<file path="src/rtl/rtype_seq_pkg.sv">
// Shared state codes, ALU op codes, funct codes and instruction field positions
// for the R-type execution sequencer.
package rtype_seq_pkg;

  typedef logic [2:0] state_t;

  localparam state_t S_IDLE      = 3'd0;
  localparam state_t S_FETCH     = 3'd1;
  localparam state_t S_DECODE    = 3'd2;
  localparam state_t S_EXECUTE   = 3'd3;
  localparam state_t S_WRITEBACK = 3'd4;
  localparam state_t S_HALTED    = 3'd5;
  localparam state_t S_TRAP      = 3'd6;

  localparam logic [2:0] ALU_AND  = 3'b000;
  localparam logic [2:0] ALU_OR   = 3'b001;
  localparam logic [2:0] ALU_ADD  = 3'b010;
  localparam logic [2:0] ALU_SLL  = 3'b011;
  localparam logic [2:0] ALU_SRL  = 3'b100;
  localparam logic [2:0] ALU_SLTU = 3'b101;
  localparam logic [2:0] ALU_SUB  = 3'b110;
  localparam logic [2:0] ALU_SLT  = 3'b111;

  localparam logic [5:0] F_SLL  = 6'h00;
  localparam logic [5:0] F_SRL  = 6'h02;
  localparam logic [5:0] F_ADD  = 6'h20;
  localparam logic [5:0] F_SUB  = 6'h22;
  localparam logic [5:0] F_AND  = 6'h24;
  localparam logic [5:0] F_OR   = 6'h25;
  localparam logic [5:0] F_SLT  = 6'h2A;
  localparam logic [5:0] F_SLTU = 6'h2B;

  localparam int OPCODE_HI = 31;
  localparam int OPCODE_LO = 26;
  localparam int RS_HI     = 25;
  localparam int RS_LO     = 21;
  localparam int RT_HI     = 20;
  localparam int RT_LO     = 16;
  localparam int RD_HI     = 15;
  localparam int RD_LO     = 11;
  localparam int SHAMT_HI  = 10;
  localparam int SHAMT_LO  = 6;
  localparam int FUNCT_HI  = 5;
  localparam int FUNCT_LO  = 0;

  typedef struct packed {
    logic [4:0] rs;
    logic [4:0] rt;
    logic [4:0] rd;
    logic [2:0] alu_op;
    logic       shift_sel;
    logic       sltu_sel;
  } ctrl_t;

endpackage

</file>
<file path="src/rtl/rtype_exec_sequencer_decoder.sv">
// Combinational decode of an instruction word into register fields, ALU
// controls, a legality flag and a HALT detect.
module rtype_decoder
  import rtype_seq_pkg::*;
#(
  parameter logic [31:0] HALT_WORD = 32'hFC00_0000
) (
  input  logic [31:0] ir,
  output ctrl_t       ctrl,
  output logic        legal,
  output logic        halt
);

  always_comb begin
    ctrl.rs        = ir[RS_HI:RS_LO];
    ctrl.rt        = ir[RT_HI:RT_LO];
    ctrl.rd        = ir[RD_HI:RD_LO];
    ctrl.alu_op    = ALU_AND;
    ctrl.shift_sel = 1'b0;
    ctrl.sltu_sel  = 1'b0;
    legal          = (ir[OPCODE_HI:OPCODE_LO] == 6'd0);
    case (ir[FUNCT_HI:FUNCT_LO])
      F_ADD:  ctrl.alu_op = ALU_ADD;
      F_SUB:  ctrl.alu_op = ALU_SUB;
      F_AND:  ctrl.alu_op = ALU_AND;
      F_OR:   ctrl.alu_op = ALU_OR;
      F_SLT:  begin ctrl.alu_op = ALU_SLT;  ctrl.sltu_sel = 1'b1; end
      F_SLTU: begin ctrl.alu_op = ALU_SLTU; ctrl.sltu_sel = 1'b1; end
      F_SLL:  begin ctrl.alu_op = ALU_SLL;  ctrl.shift_sel = 1'b1; end
      F_SRL:  begin ctrl.alu_op = ALU_SRL;  ctrl.shift_sel = 1'b1; end
      default: legal = 1'b0;
    endcase
    // Whole-word compare, so the shamt bits take part in HALT detection too
    halt = (ir == HALT_WORD);
  end

endmodule

</file>
<file path="src/rtl/rtype_exec_sequencer.sv">
// Multi-cycle fetch/decode/execute/write-back controller for the R-type datapath.
// Define RTYPE_ILLEGAL_TRAP_EN to trap on unsupported words instead of skipping them.
module rtype_exec_sequencer
  import rtype_seq_pkg::*;
#(
  parameter int              PC_W      = 8,
  parameter logic [PC_W-1:0] START_PC  = '0,
  parameter logic [31:0]     HALT_WORD = 32'hFC00_0000
) (
  input  logic            clk,
  input  logic            reset,
  input  logic            start,
  output logic            imem_req,
  output logic [PC_W-1:0] imem_addr,
  input  logic            imem_valid,
  input  logic [31:0]     imem_rdata,
  output logic [4:0]      rf_rs,
  output logic [4:0]      rf_rt,
  output logic [4:0]      rf_rd,
  output logic            rf_rd_en,
  output logic            rf_wr_en,
  output logic [2:0]      alu_op,
  output logic            shift_sel,
  output logic            sltu_sel,
  output logic            busy,
  output logic            halted,
  output logic [15:0]     retired
`ifdef RTYPE_ILLEGAL_TRAP_EN
  ,
  output logic            trap,
  output logic [PC_W-1:0] trap_pc
`endif
);

  state_t          state;
  logic [PC_W-1:0] pc;
  logic [31:0]     ir;
  ctrl_t           ctrl_q;
  ctrl_t           dec_ctrl;
  logic            dec_legal;
  logic            dec_halt;
  logic            restart;
`ifdef RTYPE_ILLEGAL_TRAP_EN
  logic [PC_W-1:0] trap_pc_q;
`endif

  rtype_decoder #(.HALT_WORD(HALT_WORD)) u_decoder (
    .ir    (ir),
    .ctrl  (dec_ctrl),
    .legal (dec_legal),
    .halt  (dec_halt)
  );

  // start is only honoured from a resting state; mid-run pulses are dropped
  always_comb begin
    restart = start && ((state == S_IDLE) || (state == S_HALTED));
`ifdef RTYPE_ILLEGAL_TRAP_EN
    if (start && (state == S_TRAP)) restart = 1'b1;
`endif
  end

  always_ff @(posedge clk or posedge reset) begin
    if (reset) begin
      state   <= S_IDLE;
      pc      <= START_PC;
      ir      <= '0;
      ctrl_q  <= '0;
      retired <= '0;
    end else if (restart) begin
      state   <= S_FETCH;
      pc      <= START_PC;
      retired <= '0;
    end else begin
      case (state)
        S_FETCH: begin
          if (imem_valid) begin
            ir    <= imem_rdata;
            state <= S_DECODE;
          end
        end
        S_DECODE: begin
          if (dec_halt) begin
            state <= S_HALTED;
          end else if (!dec_legal) begin
`ifdef RTYPE_ILLEGAL_TRAP_EN
            state <= S_TRAP;
`else
            pc    <= pc + PC_W'(1);
            state <= S_FETCH;
`endif
          end else begin
            ctrl_q <= dec_ctrl;
            state  <= S_EXECUTE;
          end
        end
        S_EXECUTE:   state <= S_WRITEBACK;
        S_WRITEBACK: begin
          if (retired != 16'hFFFF) retired <= retired + 16'd1;
          pc    <= pc + PC_W'(1);
          state <= S_FETCH;
        end
        S_IDLE, S_HALTED: state <= state;
`ifdef RTYPE_ILLEGAL_TRAP_EN
        S_TRAP: state <= state;
`endif
        default: state <= S_IDLE;
      endcase
    end
  end

`ifdef RTYPE_ILLEGAL_TRAP_EN
  always_ff @(posedge clk or posedge reset) begin
    if (reset) begin
      trap_pc_q <= '0;
    end else if ((state == S_DECODE) && !dec_halt && !dec_legal) begin
      trap_pc_q <= pc;
    end
  end

  assign trap    = (state == S_TRAP);
  assign trap_pc = trap_pc_q;
`endif

  assign imem_req  = (state == S_FETCH);
  assign imem_addr = pc;
  assign rf_rs     = ctrl_q.rs;
  assign rf_rt     = ctrl_q.rt;
  assign rf_rd     = ctrl_q.rd;
  assign alu_op    = ctrl_q.alu_op;
  assign shift_sel = ctrl_q.shift_sel;
  assign sltu_sel  = ctrl_q.sltu_sel;
  assign rf_rd_en  = (state == S_EXECUTE);
  assign rf_wr_en  = (state == S_WRITEBACK) && (ctrl_q.rd != 5'd0);
  assign busy      = (state != S_IDLE) && (state != S_HALTED);
  assign halted    = (state == S_HALTED);

endmodule

</file>
<file path="config.mk">
export PLATFORM = sky130hd
export DESIGN_NAME = rtype_exec_sequencer
export DESIGN_NICKNAME = d
export VERILOG_FILES = /design/src/rtl/rtype_seq_pkg.sv /design/src/rtl/rtype_exec_sequencer_decoder.sv /design/src/rtl/rtype_exec_sequencer.sv
export SDC_FILE = /design/constraint.sdc
export NUM_CORES = 1
export LEC_CHECK = 0
export ABC_AREA = 1
export CAP_MARGIN = 30
export CORE_MARGIN = 2
export CORE_UTILIZATION = 54
export CTS_BUF_LIST = sky130_fd_sc_hd__clkbuf_8 sky130_fd_sc_hd__clkbuf_16
export DETAILED_ROUTE_END_ITERATION = 6
export GPL_TIMING_DRIVEN = 0
export MAX_ROUTING_LAYER = met4
export PLACE_DENSITY = 0.84
export REMOVE_ABC_BUFFERS = 1
export SYNTH_ARGS = -nofsm -noshare
export SYNTH_HDL_FRONTEND = slang
export SYNTH_SLANG_ARGS = --single-unit
</file>
<file path="constraint.sdc">
create_clock -name clk -period 3.8 [get_ports clk]
set_input_delay 0.76 -clock clk [delete_from_list [all_inputs] [get_ports clk]]
set_output_delay 0.76 -clock clk [all_outputs]
set_load 0.05 [all_outputs]
</file>
Yosys cells after proc, flatten, opt, wreduce, memory -nomap -nowiden
Cells that the tools add are included.
W data, S select, Z words.

word-level totals
  output and inout bits = 49
  word-level logic and storage cells = 70
  flip-flop bits (word level) = 79

cells by class
  muxes and demuxes = 16
  bitwise logic cells = 2
  equal/unequal tests = 19
  add/subtract/negate cells = 2
  reduce and logical (&&, ||, !) cells = 21

operators by type and width
  cell                     count
  $mux W16                 3
  $eq A6 B6 Y1 const B     6
  $eq A32 B32 Y1 const B   1
  $mux W8                  3
  $pmux W3 S7              1
  $add A16 B1 Y16 const B  1
  $ne A16 B16 Y1 const B   1
  $pmux W8 S2              1
  $pmux W3 S5              1
  $logic_not A6 Y1         2
  $mux W3                  3
  $ne A3 B3 Y1 const B     3
  $add A8 B1 Y8 const B    1
  $reduce_or A8 Y1         1
  $eq A3 B2 Y1 const B     2
  $eq A3 B3 Y1 const B     2
  $eq A6 B2 Y1 const B     1
  $reduce_and A3 Y1        2
  $reduce_bool A3 Y1       2
  $reduce_or A2 Y1         3
  $reduce_bool A5 Y1       1
  $reduce_and A2 Y1        2
  $reduce_and A4 Y1        1
  $reduce_bool A2 Y1       2
  9 further kinds          14

Depth between registers and ports, before layout
Gate-level depths: netlist of the first run.

  depth after elaboration = 7
  mapped depth = 11
  depth with buffers taken out = 11

Modules after synthesis
A second synthesis of the first run with hierarchy kept.

second synthesis, totals
  cell total of the unflattened synthesis = 477
  area, all modules = 4,121.5 um2

modules (own cells, without submodules)
  module                cells an instance  sequential area each (um2)  instances  area an instance (um2)
  rtype_exec_sequencer  406                1,976.9                     1          3,751.1
  rtype_decoder         71                 0.0                         1          370.4

Worst setup path after synthesis of the first run
No wires, ideal clock.

  path kind = reg2out
  start = register state[2]
  end = output rf_rd_en
  path buffers = 0
  data required time = 3.040 ns
  slack = 1.439 ns
  stages on the path, launching flop included = 2
  arrival time = 1.601 ns
  cells stage by stage = dfrtp_1 nor3_1

between the ends
  word-level cells in the longest chain between the ends = 1

RTL lines
  element                   RTL line                     text
  start: declaration        rtype_exec_sequencer.sv:35   state_t state;
  start signal: assignment  rtype_exec_sequencer.sv:102  S_IDLE, S_HALTED: state <= state;
  $eq A3 B2 Y1              rtype_exec_sequencer.sv:132  assign rf_rd_en = (state == S_EXECUTE);
  end: declaration          rtype_exec_sequencer.sv:20   output logic rf_rd_en,

No other way between the ends.

Worst setup path in the final report of the first run
  start = register state[0]
  end = output rf_wr_en

between the ends
  word-level cells in the longest chain between the ends = 2

RTL lines
  element              RTL line                     text
  $eq A3 B3 Y1         rtype_exec_sequencer.sv:133  assign rf_wr_en = (state == S_WRITEBACK) && (ctrl_q.rd != 5'd0);
  $logic_and A1 B1 Y1  rtype_exec_sequencer.sv:133
  end: declaration     rtype_exec_sequencer.sv:21   output logic rf_wr_en,

No other way between the ends.

==> flow_metrics.py, run 1 <==
metrics = {
    "run_status": {
        "status": "finished clean",
    },
    "floorplan": {
        "row_count": 31,
        "io_pins": 85,
        "start_util": 0.556,
        "core-area_mm2": 0.00721,
        "die_x_um": 90.2,
        "die_y_um": 90.2,
        "die-area_mm2": 0.00813,
    },
    "route": {
        "totalWireLength_mm": 9.31,
        "num_vias": 3571,
        "first_pass_iters": 4,
        "avgViaCountPerCell": 5.26,
        "drtAntennaViolNets": 0,
        "drtIter0Drc": 281,
        "wire_per_inst_um": 13.7,
        "route.detailed.drc": 0,
    },
    "yosys": {
        "ys_types": 38,
        "synth_warnings": 0,
        "syn_inst": 490,
        "ys_ff_latch": 79,
        "synth.cell_area_mm2": 0.00401,
        "avgSynthCellArea_um2": 8.18,
        "synth-seq-area-share": 0.493,
    },
    "clock_tree": {
        "cts_resized": 0,
        "cts_hold_buf": 0,
        "cts_max_level": 3,
        "clk_latency_ps": 360,
        "postCtsSetupBuffers": 0,
        "cts_buffers": 9,
        "clkTransAtPathRegs_ps": 90,
        "clock-root-buffer": "clkbuf_8",
        "clockBufferDepth": 2,
        "cts_tree": "done",
        "cts.sinks": 79,
    },
    "placed_design": {
        "place_area_mm2": 0.00495,
        "portBuffers": 84,
        "hpwl_mm": 6.86,
        "dp.cells": 663,
        "gp_congestion": 0.930,
    },
    "finish": {
        "final_nets": 613,
        "layoutNonFillerInstCount": 679,
        "seqCellArea_mm2": 0.00198,
        "drive_gt1_frac": 0.0983,
        "fin_util": 0.713,
        "syn_to_final_growth_pct": 28.3,
        "diodes": 0,
        "postLayoutCellArea_mm2": 0.00514,
        "nFillCells": 565,
        "multi_input_area_mm2": 0.00174,
    },
    "global_route": {
        "grt_max_degree": 44,
        "grt_pass1_vias": 3480,
        "grt_first_pass_wirelength_mm": 16.0,
        "grt.total_usage": 0.249,
        "antenna_found_initial": 0,
        "gr-total-overflow": 0,
    },
    "sta": {
        "period_minus_slack_ps": 3030,
        "fin_skew_ps": 16.3,
        "relSlewSlack": 0.567,
        "worst_slew_pin_slew_ps": 647,
        "rsz0062_at_grt": "false",
        "hold_viol": 0,
        "clock.fmax_mhz": 330,
        "slew_violations": 0,
        "setup_viol": 0,
        "hold_slack_ps": 457,
        "fin_crit_sh": 0.798,
    },
    "setup_path": {
        "endpoint_kind": "primary output",
        "crit_required_ps": 3040,
        "path_max_fanout": 4,
        "critPathKind": "reg -> out",
        "arrival_ps": 2270,
        "start_kind": "flip-flop",
    },
    "pwr": {
        "p_clk_frac": 0.202,
        "seqPwrFrac": 0.395,
        "p_comb_frac": 0.403,
        "irDropWorstVdd_uv": 324,
        "swShare": 0.433,
        "leakage_uw": 0.00231,
        "power_switching_uw": 1350,
        "p_int_uw": 1770,
        "power_uw": 3110,
        "power.density_mw_per_mm2": 605,
    },
    "worst_hold_path": {
        "hold_class": "reg -> reg",
    },
    "flow_run": {
        "maxCapViolations": 0,
    },
}
## power by group through the flow
| stage | logic [µW] | clock network, µW | registers, µW |
|---|---|---|---|
| after floorplan | 776 | 0 | 1330 |
| after global placement | 1200 | 0 | 1230 |
| after detailed placement | 1250 | 0 | 1240 |
| after CTS | 1260 | 636 | 1230 |
| after global routing | 1380 | 675 | 1260 |
| final | 1260 | 629 | 1230 |
## routing by layer
layer / vias to the layer above / part of all wire / GRT usage
met5: - / 0 / -
met4: 0 / 0.020 / 0.0859
met3: 16 / 0.043 / 0.0386
met2: 94 / 0.50 / 0.400
met1: 1694 / 0.44 / 0.325
li1: 1767 / - / -
## cell usage in the layout, fill, tap and decap left out, types with 2 or more instances in the layout
cell             synthesis  layout
nand2_1                 94      93
clkdlybuf4s50_1          0      84
nor2_1                  79      79
dfrtp_1                 79      79
inv_1                   55      55
nand3_1                 32      32
a21oi_1                 29      29
o21ai_1                 15      15
nand4_1                 13      13
o21ai_0                 12      12
o21ai_2                 10      10
nor3_1                   9       9
clkbuf_8                 0       9
xor2_1                   7       7
inv_2                    5       5
nor2_2                   4       4
nand2_2                  3       4
mux2_2                   4       4
nand3_2                  3       3
o211ai_1                 3       3
mux2_1                   3       3
o21a_1                   2       2
xnor2_1                  2       2
a31o_2                   2       2
ha_1                     2       2
inv_6                    0       2
buf_12                   0       2
## per-stage QoR
step	worst slack, ps	setup TNS [ps]
floorplan	1020	0
global placement	-269	-21000
detailed placement	1190	0
CTS	776	0
global route	643	0
finish	768	0
## cell usage after synthesis, drive strengths merged
library cell / count / area [µm²]
and2: 1 / 6.26
xor2: 7 / 61.3
clkbuf: 2 / 7.51
xnor2: 2 / 17.5
or4: 1 / 7.51
o31ai: 1 / 7.51
a31o: 2 / 17.5
nand4: 14 / 93.8
nand2: 98 / 383
o21a: 2 / 15.0
ha: 2 / 25.0
nor3: 10 / 61.3
or2: 1 / 6.26
o21ai: 38 / 239
dfrtp: 79 / 1980
mux2: 7 / 78.8
inv: 60 / 225
nand3b: 1 / 7.51
nand3: 36 / 208
o211ai: 3 / 22.5
buf: 10 / 65.1
nor2: 84 / 333
a21oi: 29 / 145
## critical path, cell delays in order (launching register included)
cell and delay (ps):
dfrtp_1 440, inv_1 110, nand2_1 80, nor2_2 260, o21ai_0 140, inv_1 90
clkdlybuf4s50_1 800
## path summary, 6_finish.rpt
path	end	slack, ps	startpoint	cells after the start
hold reg to reg	shift_sel	460	ir[5]	1
min in group asynchronous	ir[17]	780	reset	2
setup reg to reg	alu_op[2]	1790	ir[3]	8
hold / removal	shift_sel	460	ir[5]	1
setup / recovery	rf_wr_en	770	state[0]	6
max in group asynchronous	retired[11]	2430	reset	3
## final cells by class
class,count,share of cell area
timing repair buffer,86,0.171
clock inverter,7,0.0141
inverter,60,0.0443
clock buffer,9,0.0241
tap,99,0.0241
multi-input combinational,339,0.338
sequential,79,0.384
## sequential cells by signal (all words and copies together), names as in the netlist
signal,flops
ir,32
retired,16
imem_addr,8
rf_rd,5
rf_rs,5
rf_rt,5
alu_op,3
state,3
shift_sel,1
sltu_sel,1
## logic make-up after synthesis
group                    synth area share
buffers and inverters              0.0743
flip-flops                          0.493
adder cells (fa/ha/maj)           0.00624
AO/OA/AOI/OAI                       0.111
multiplexers                       0.0197
XOR/XNOR                           0.0197
AND/OR/NAND/NOR                     0.276
Power figures use the tool's default switching activity.
==> run 2: changes to the inputs <==
--- a/config.mk
+++ b/config.mk
@@ -8,12 +8,12 @@
 export ABC_AREA = 1
 export CAP_MARGIN = 30
 export CORE_MARGIN = 2
-export CORE_UTILIZATION = 54
+export CORE_UTILIZATION = 51
 export CTS_BUF_LIST = sky130_fd_sc_hd__clkbuf_8 sky130_fd_sc_hd__clkbuf_16
 export DETAILED_ROUTE_END_ITERATION = 6
 export GPL_TIMING_DRIVEN = 0
 export MAX_ROUTING_LAYER = met4
-export PLACE_DENSITY = 0.84
+export PLACE_DENSITY = 0.8
 export REMOVE_ABC_BUFFERS = 1
 export SYNTH_ARGS = -nofsm -noshare
 export SYNTH_HDL_FRONTEND = slang
==> constraint.sdc (replaced) <==
create_clock -name clk -period 2.8 [get_ports clk]
set_input_delay 0.56 -clock clk [delete_from_list [all_inputs] [get_ports clk]]
set_output_delay 0.56 -clock clk [all_outputs]
set_load 0.05 [all_outputs]
==> run 2 against run 1 <==
Against the previous run:
- sequential cell count stayed put
- clock power is 41% higher
- first-iteration DRC count is 34% lower
- global-route usage is 1.4 points lower
- non-clock buffer count stayed put
- core utilization is 4.1 points lower
- register-to-register slack worse by 1000 ps
- clock skew is 4.5 ps lower
- combinational power is 35% higher
- via count is 0.64% lower
- critical path type unchanged
- critical endpoint is now rf_rd_en
- largest cell class unchanged
==> flow_metrics.py, run 2 (synthesized netlist as in run 1, its figures left out) <==
metrics = {
    "run_status": {
        "status": "finished clean",
    },
    "pwr": {
        "leakage_uw": 0.00233,
        "power.density_mw_per_mm2": 822,
        "irDropWorstVdd_uv": 354,
    },
    "setup_path": {
        "endpoint_kind": "primary output",
        "arrival_ps": 1990,
        "critPathMaxStageDelay_ps": 860,
        "crit_path_cell_trace": "nor3_1 > clkdlybuf4s50_1",
        "slowest_stage": "clkdlybuf4s50_1",
        "critical_path.top_delay_family": "buffers and inverters",
        "crit_required_ps": 2240,
        "cp.buffers_inverters": 1,
        "start_kind": "flip-flop",
        "path_max_fanout": 5,
        "critPathKind": "reg -> out",
    },
    "floorplan": {
        "die_x_um": 92.7,
        "core-area_mm2": 0.00769,
        "io_pins": 85,
        "die_y_um": 92.7,
        "row_count": 32,
        "die-area_mm2": 0.00859,
        "start_util": 0.522,
    },
    "route": {
        "totalWireLength_mm": 9.17,
        "route.detailed.drc": 0,
        "first_pass_iters": 4,
        "num_vias": 3548,
        "drtIter0Drc": 186,
        "avgViaCountPerCell": 5.20,
        "wire_per_inst_um": 13.4,
        "drtAntennaViolNets": 0,
    },
    "finish": {
        "multi_input_area_mm2": 0.00174,
        "top_register": "ir",
        "syn_to_final_growth_pct": 28.9,
        "seqCellArea_mm2": 0.00198,
        "largest_register_ffs": 32,
        "final_nets": 613,
        "mostFrequentLayoutCells": "93 x nand2_1, 83 x clkdlybuf4s50_1, 79 x nor2_1, 79 x dfrtp_1, 56 x inv_1",
        "nFillCells": 650,
        "drive_gt1_frac": 0.0966,
        "final_common_cell": "nand2_1",
        "postLayoutCellArea_mm2": 0.00517,
        "diodes": 0,
    },
    "flow_run": {
        "maxCapViolations": 0,
    },
    "sta": {
        "setup_tns_ps": 0,
        "rsz0062_at_grt": "false",
        "slew_violations": 0,
        "relSlewSlack": 0.578,
        "period_minus_slack_ps": 2550,
        "hold_viol": 0,
        "setup_viol": 0,
        "fin_skew_ps": 11.7,
        "clock.fmax_mhz": 392,
        "fin_crit_sh": 0.910,
        "worst_slew_pin_slew_ps": 630,
    },
    "clock_tree": {
        "cts.sinks": 79,
        "clk_latency_ps": 350,
        "cts_hold_buf": 0,
        "cts_tree": "done",
        "clock-root-buffer": "clkbuf_8",
        "clkTransAtPathRegs_ps": 80,
        "cts_buffers": 9,
        "clockBufferDepth": 2,
        "cts_max_level": 3,
        "postCtsSetupBuffers": 0,
    },
    "placed_design": {
        "portBuffers": 84,
        "place_area_mm2": 0.00496,
        "hpwl_mm": 6.63,
        "gp_congestion": 0.871,
    },
    "global_route": {
        "grt_pass1_vias": 3472,
        "grt_first_pass_wirelength_mm": 15.7,
        "antenna_found_initial": 0,
        "grt_max_degree": 53,
        "grt.total_usage": 0.235,
        "gr-total-overflow": 0,
    },
    "worst_hold_path": {
        "hold_class": "reg -> reg",
    },
}
## run 2: cell types whose count changed in the layout (fill, tap and decap cells not counted)
| cell | delta |
|---|---|
| buf_16 | +1 |
| inv_1 | +1 |
| clkbuf_8 | +3 |
| inv_6 | -2 |
| clkinv_4 | -1 |
| clkinv_2 | -1 |
| dlygate4sd2_1 | +1 |
| buf_12 | -1 |
| clkdlybuf4s50_1 | -1 |
## run 2: worst paths after layout
| kind | start | end | slack, ps | cells after the start |
|---|---|---|---|---|
| max | state[2] | rf_rd_en | 250 | 2 |
| min | ir[5] | shift_sel | 470 | 1 |
| max reg2reg | retired[0] | retired[13] | 790 | 8 |
| min reg2reg | ir[5] | shift_sel | 470 | 1 |
| max in group asynchronous | reset | ir[30] | 1690 | 3 |
| min in group asynchronous | reset | retired[4] | 540 | 2 |
## run 2: layout make-up
cell class,instances,share of cell area
Sequential cell,79,0.383
Multi-Input combinational cell,339,0.336
Timing Repair Buffer,86,0.172
Inverter,60,0.0441
Clock buffer,12,0.0320
Tap cell,102,0.0247
Clock inverter,4,0.00872
## run 2: repair_timing
| item | 4_1_cts | 5_1_grt |
|---|---|---|
| resized for setup | 1 | 0 |
| endpoints found under the hold margin | 0 | 0 |
| setup endpoints to repair | 1 | 0 |
## run 2: where the power goes
| group | switching, µW | internal, µW |
|---|---|---|
| clock network | 411 | 479 |
| logic | 1140 | 551 |
| registers | 228 | 1430 |
| total | 1780 | 2470 |
## run 2: through the flow
stage               hold WS, ps  power (µW)  setup WS, ps  instances  utilization
finish                      469        4250           252        682        0.672
global route                488        4520           140        682        0.672
CTS                         467        4270           265        682        0.672
detailed placement          464        3380           375        666        0.645
global placement            442        3300         -1040        664        0.638
floorplan                   434        2850           140        478            -
## run 2: routing by layer
| metal | wire length (µm) | track usage | up-vias |
|---|---|---|---|
| met5 | 0 | - | - |
| met1 | 4080 | 0.300 | 1687 |
| met4 | 180 | 0.0895 | 0 |
| met2 | 4530 | 0.381 | 83 |
| met3 | 374 | 0.0374 | 16 |
| li1 | - | - | 1762 |
## run 2: worst reg2reg max path, delay by kind of cell, from the launching register on
kind,cells,cell delay [ps]
fa+ha+maj,1,250
flops,1,470
compound gates,2,370
simple gates,4,670
buf+inv,1,140
